[src/rtl/neuron_input_buffer_pkg.sv]
// Shared types and default sizes for the neuron datapath.
package nn_pkg;

  typedef enum logic [0:0] {
    FILL   = 1'b0,
    LOADED = 1'b1
  } input_buffer_state_t;

  localparam int DEFAULT_DATA_WIDTH = 32;
  localparam int DEFAULT_NUM_INPUTS = 16;

endpackage

[src/rtl/neuron_input_buffer.sv]
// Serial-to-parallel sample buffer feeding the neuron multiply array.
// Optional short frames (early in_last zero-pads the vector): NEURON_INPUT_BUFFER_SHORT_FRAME_EN.
module neuron_input_buffer
  import nn_pkg::*;
#(
  parameter int DATA_WIDTH = DEFAULT_DATA_WIDTH,
  parameter int NUM_INPUTS = DEFAULT_NUM_INPUTS
) (
  input  logic                         clock,
  input  logic                         reset,
  input  logic                         clear,
  input  logic                         in_valid,
  input  logic signed [DATA_WIDTH-1:0] in_data,
  input  logic                         in_last,
  output logic                         in_ready,
  output logic signed [DATA_WIDTH-1:0] inputs [NUM_INPUTS],
  output logic                         input_ready,
  input  logic                         consumer_done,
  output logic                         frame_error
);

  localparam int IDX_W = (NUM_INPUTS > 1) ? $clog2(NUM_INPUTS) : 1;
  localparam logic [IDX_W-1:0] LAST_IDX = IDX_W'(NUM_INPUTS - 1);

  input_buffer_state_t state;
  logic [IDX_W-1:0]    wr_idx;
  logic                accept;
  logic                final_sample;

  assign in_ready     = (state == FILL);
  assign accept       = in_valid && in_ready;
  assign final_sample = (wr_idx == LAST_IDX);

  // Frame sequencing, write index, vector storage and status flags.
  always_ff @(posedge clock or posedge reset) begin
    if (reset) begin
      state       <= FILL;
      wr_idx      <= '0;
      input_ready <= 1'b0;
      frame_error <= 1'b0;
      for (int i = 0; i < NUM_INPUTS; i++) begin
        inputs[i] <= '0;
      end
    end else if (clear) begin
      state       <= FILL;
      wr_idx      <= '0;
      input_ready <= 1'b0;
      frame_error <= 1'b0;
      for (int i = 0; i < NUM_INPUTS; i++) begin
        inputs[i] <= '0;
      end
    end else begin
      case (state)
        FILL: begin
          if (accept) begin
            inputs[wr_idx] <= in_data;
`ifdef NEURON_INPUT_BUFFER_SHORT_FRAME_EN
            if (final_sample || in_last) begin
              // Pad everything past the last written slot so a short frame reads as zeros.
              for (int i = 0; i < NUM_INPUTS; i++) begin
                if (i > int'(wr_idx)) begin
                  inputs[i] <= '0;
                end
              end
              state       <= LOADED;
              wr_idx      <= '0;
              input_ready <= 1'b1;
            end else begin
              wr_idx <= wr_idx + IDX_W'(1);
            end
`else
            if (in_last && !final_sample) begin
              frame_error <= 1'b1;
            end
            if (final_sample) begin
              state       <= LOADED;
              wr_idx      <= '0;
              input_ready <= 1'b1;
            end else begin
              wr_idx <= wr_idx + IDX_W'(1);
            end
`endif
          end
        end
        LOADED: begin
          // Vector stays frozen; the next frame overwrites it slot by slot.
          if (consumer_done) begin
            state       <= FILL;
            input_ready <= 1'b0;
          end
        end
        default: begin
          state       <= FILL;
          wr_idx      <= '0;
          input_ready <= 1'b0;
        end
      endcase
    end
  end

endmodule

[config.mk]
export PLATFORM = sky130hd
export DESIGN_NAME = neuron_input_buffer
export DESIGN_NICKNAME = d
export VERILOG_FILES = /design/src/rtl/neuron_input_buffer_pkg.sv /design/src/rtl/neuron_input_buffer.sv
export SDC_FILE = /design/constraint.sdc
export NUM_CORES = 1
export LEC_CHECK = 0
export BUFFER_PORTS_ARGS = -buffer_cell sky130_fd_sc_hd__buf_2
export CORE_AREA = 2 2 216 218
export DETAILED_ROUTE_END_ITERATION = 7
export DIE_AREA = 0 0 218 220
export PLACE_DENSITY = 0.72
export SYNTH_ARGS = -nofsm -noshare
export SYNTH_HDL_FRONTEND = slang
export SYNTH_SLANG_ARGS = --single-unit
[constraint.sdc]
create_clock -name clock -period 22.8 [get_ports clock]
set_input_delay 3.42 -clock clock [delete_from_list [all_inputs] [get_ports clock]]
set_output_delay 3.42 -clock clock [all_outputs]
set_load 0.01 [all_outputs]
### Yosys cells after proc, flatten, opt, wreduce, memory -nomap -nowiden

Index checks and enable logic that the tools add are counted.
Widths: inputs -> output; s select.

* register bits after elaboration: 519
* bits of input ports: 38
* output and inout port bits: 515

* add/sub/neg operators: 1
* order comparisons: 2
* equality and inequality tests: 5
* muxes and demuxes: 24
* bitwise operators: 2
* reductions and logical operators: 9

Operator list (number)
* $mux 512: 3
* $bwmux 512: 1
* $demux 32 s4: 1
* $mux 32: 1
* $mux 4: 4
* $mux 1: 12
* $ne 3x2->1 const B: 2
* $reduce_and 3->1: 2
* $ge 5x5->1 const B: 1
* $lt 5x1->1 const B: 1
* $not 4->5: 1
* $add 4x1->4 const B: 1
* $eq 4x4->1 const B: 1
* $pmux 1 s2: 2
* $reduce_bool 2->1: 2
* $logic_and 1x1->1: 3
* $ne 3x3->1 const B: 1
* $ne 2x2->1 const B: 1
* $reduce_and 2->1: 1
* $logic_not 1->1: 1
* $not 1->1: 1

### Logic depth before layout (Yosys ltp)

* depth after elaboration: 9
* depth in mapped cells: 8

### Worst setup path after synthesis

OpenSTA, ideal clock, no wires.

* path kind: input -> register
* start point: input in_valid
* end point: register inputs[234] (netlist name)
* data arrival time: 4.434 ns
* required time: 22.660 ns
* setup slack: 18.226 ns
* cell stages on the path: 6
* buffers on the path: 3
* path through: buf_6 > nor2b_1 > buf_2 > o2111ai_2 > buf_2 > o32ai_2

* word-level cells in the longest chain between the ends: 3

Ends and longest elaborated chain
* from (decl): RTL line neuron_input_buffer.sv:12 `input logic in_valid,`
* $logic_and 1x1->1: RTL line neuron_input_buffer.sv:31 `assign accept = in_valid && in_ready;`
* $reduce_bool 2->1 (no line)
* $reduce_and 2->1 (no line)
* to (signal, indexed assignment): RTL line neuron_input_buffer.sv:56 `inputs[wr_idx] <= in_data;`
* to (decl): RTL line neuron_input_buffer.sv:16 `output logic signed [DATA_WIDTH-1:0] inputs [NUM_INPUTS],`

Every way passes these cells.
A chain may end at the register's enable or synchronous reset.

### Worst setup path after layout

* start point: input clear
* end point: register inputs[456] (netlist name)

* word-level cells in the longest chain between the ends: 2
* elaborated cells between the ends (all ways): 4
* classes of those cells: eq/ne: 1; mux: 1; reduce/logical: 2

Ends and longest elaborated chain
* from (decl): RTL line neuron_input_buffer.sv:11 `input logic clear,`
* $ne 2x2->1 (no line) / $reduce_bool 2->1 (equally long branches)
* $reduce_and 2->1 (no line)

Several ways; a longest one is shown, not always the timed one.

==> key figures <==
Clocking
  • Post-CTS sizing: 0
  • Postcts setup bufs: 0
  • CTS Buf Count: 55
  • CTS tree: built
  • CTS max path bufs: 3
  • Clock transition at path regs: 0.06 ns
  • Hold_buf cts: 0
  • Clock Latency Late Sink: 0.61 ns
  • # clock sinks: 519
  • CTS root buf: clkbuf_16
  • Htree depth: 2

Setup path
  • Worst setup EP type: flip-flop
  • Crit-path max FO: 176
  • Origin of the critical flop-to-flop path: wr_idx[3]$_DFFE_PP0P_
  • Critical Path RT: 23.29 ns
  • Critical path origin: clear
  • Reg2reg setup slack: 19.92 ns
  • Slowest cell on the critical path: buf_4
  • Cell family with most CP delay: buffers and inverters
  • Critical path endpoint: inputs[456]$_DFFE_PP0P_
  • CP Launch Type: input pin
  • Critical path type: in -> reg
  • WP buf/inv: 4
  • Crit-path most repeated cell: buf_4
  • R2R cell count: 4
  • CP peak stage delay: 0.88 ns
  • Critical path depth in cells: 6
  • Crit Reg-Reg Endpoint: inputs[61]$_DFFE_PP0P_
  • Crit path cell chain: buf_2 -> buf_4 -> inv_8 -> buf_4 -> nand2_1 -> mux2i_1
  • CP arrival: 6.84 ns

Synthesis
  • Main synth FF type: dfrtp_1
  • Synth Net Count: 1810
  • Register area share after synthesis: 0.611
  • Synth cell types: 40
  • Post-synthesis async set-or-reset flop share: 1.00
  • Syn Area/Cell: 12.0 µm²
  • Synthesized flop and latch total: 519
  • Cell area after synthesis: 0.0213 mm²
  • Synth Instances: 1768
  • Post-synth EDFFs: 0
  • Yosys warns: 0

Pwr
  • Int Power: 1440 µW
  • Maximum VDD drop: 0.0000498 V
  • Gate power share: 0.060
  • Pwr Total: 1900 µW
  • Net Sw Frac: 0.241
  • Power Density: 73.3 mW/mm²
  • Switching power: 458 µW
  • Leak: 0.0158 µW
  • Clock power share: 0.447
  • Sequential power share: 0.493

STA
  • RSZ-0062 raised after global routing: no
  • Fin crit share: 0.279
  • Slew margin rel.: 0.200
  • Worst slew pin tran: 1.20 ns
  • Hold WS: 0.496 ns
  • Final hold violation count: 0
  • Setup_tns: 0 ns
  • Final worst setup slack: 16.45 ns
  • Fmax: 0.157 GHz
  • Final setup viols: 0
  • Fin Clk Skew: 0.0176 ns
  • Final Max Slew Viols: 0
  • Shortest period the worst path allows: 6.35 ns

Run status
  • Status: finished, final reports clean

Cells and area
  • Layout cells sized above 1: 0.301
  • Filler Cells Inserted: 3925
  • Most common cell after layout, fill and taps aside: buf_2
  • N_diodes: 0
  • Fin util: 0.566
  • Synth-to-Final Area Change: 22.2%
  • Most frequent cells in the layout: 552 x buf_2, 519 x dfrtp_1, 465 x nand2_1
  • Layout net count: 2288

Placed design
  • Final Wtd Congestion: 0.822
  • DP HPWL: 46.4 mm
  • Count of input and output buffers: 552
  • Pre-CTS WS: 15.85 ns

Floorplan
  • IO Pins: 553
  • Initial Utilization: 0.463
  • Die span in x: 218 µm
  • Die footprint: 0.0480 mm²
  • Die Height: 220 µm
  • Std-Cell Rows: 79
  • Core ar.: 0.0459 mm²

Drt
  • Wire length per cell: 24.4 µm
  • 1st-iter DRT viols: 1490
  • Routed vias/inst: 5.46
  • DRC: 0
  • Remaining antenna violation count: 0
  • Pre-antenna DRT Iters: 5
  • Total Wirelength: 70.4 mm
  • Vias: 15800

GRT
  • Total gr overflow: 0
  • Pin count of the biggest net entering global routing: 183
  • Vias in the first global route: 15700
  • Initial antenna violation count: 2
  • Global-route wire length before repair: 102 mm
  • GRT Total Usage: 0.289

Run
  • MaxCap Viol Count: 0

Worst hold path
  • HP Class: reg -> reg
[routing by layer]
layer,up-vias,routed length [µm],global-route usage
met5,-,0,0
met4,0,3320,0.141
li1,6862,-,-
met1,8085,29400,0.388
met2,667,32300,0.441
met3,146,5420,0.0708
[synth_stat cells (all sizes together), types with 4 or more instances]
master / n / area, µm²
nor2: 5 / 21.3
ha: 4 / 50.1
nand3: 16 / 95.1
inv: 56 / 210
dfrtp: 519 / 13000
nand2: 467 / 1750
nor2b: 4 / 32.5
and3: 6 / 42.5
o32ai: 48 / 495
clkbuf: 60 / 225
buf: 97 / 541
a22o: 32 / 280
mux2i: 433 / 4330
[registers in the layout, indices dropped and copies added (netlist names)]
name and count:
wr_idx 4, input_ready 1, inputs 512, frame_error 1
state 1
[power by group through the flow]
stage	sequential (µW)	clock (µW)	combinational (µW)
finish	938	851	114
global route	938	903	123
CTS	937	867	115
detailed placement	954	0	115
global placement	953	0	113
floorplan	959	0	63.6
[worst min-delay path by stage]
stage | to | startpoint | slack (ns) | depth (start not counted)
floorplan | frame_error$_DFFE_PP0P_ | frame_error$_DFFE_PP0P_ | 0.53 | 2
global placement | frame_error$_DFFE_PP0P_ | frame_error$_DFFE_PP0P_ | 0.48 | 2
detailed placement | inputs[25]$_DFFE_PP0P_ | inputs[25]$_DFFE_PP0P_ | 0.49 | 1
CTS | inputs[30]$_DFFE_PP0P_ | inputs[30]$_DFFE_PP0P_ | 0.50 | 1
global route | inputs[25]$_DFFE_PP0P_ | inputs[25]$_DFFE_PP0P_ | 0.51 | 1
finish | inputs[27]$_DFFE_PP0P_ | inputs[27]$_DFFE_PP0P_ | 0.50 | 1
[layout make-up]
type | count | area [µm²] | area share
clock buffers | 79 | 1580 | 0.0608
clock inverters | 11 | 105 | 0.00405
inverters | 56 | 225 | 0.00867
multi-input cells | 1036 | 7340 | 0.283
flip-flops and latches | 519 | 13000 | 0.500
well taps | 607 | 759 | 0.0292
repair buffers | 578 | 2970 | 0.114
[per-stage QoR]
step                      area, µm²  cells
after CTS                     26000   2886
after detailed placement      24300   2796
final                         26000   2886
after global placement        24300   2795
after floorplan               21300   1768
after global routing          26000   2886
[logic make-up (layout without fill, tap and decap cells)]
family | after synthesis | after routing | synth area share
xor+xnor | 2 | 2 | 0.000824
buf+inv | 213 | 724 | 0.0459
simple gates | 507 | 507 | 0.0947
fa+ha+maj | 4 | 4 | 0.00235
flops | 519 | 519 | 0.611
mux | 433 | 433 | 0.204
compound gates | 90 | 90 | 0.0413
Note: power is estimated with default switching activity, not from simulation.
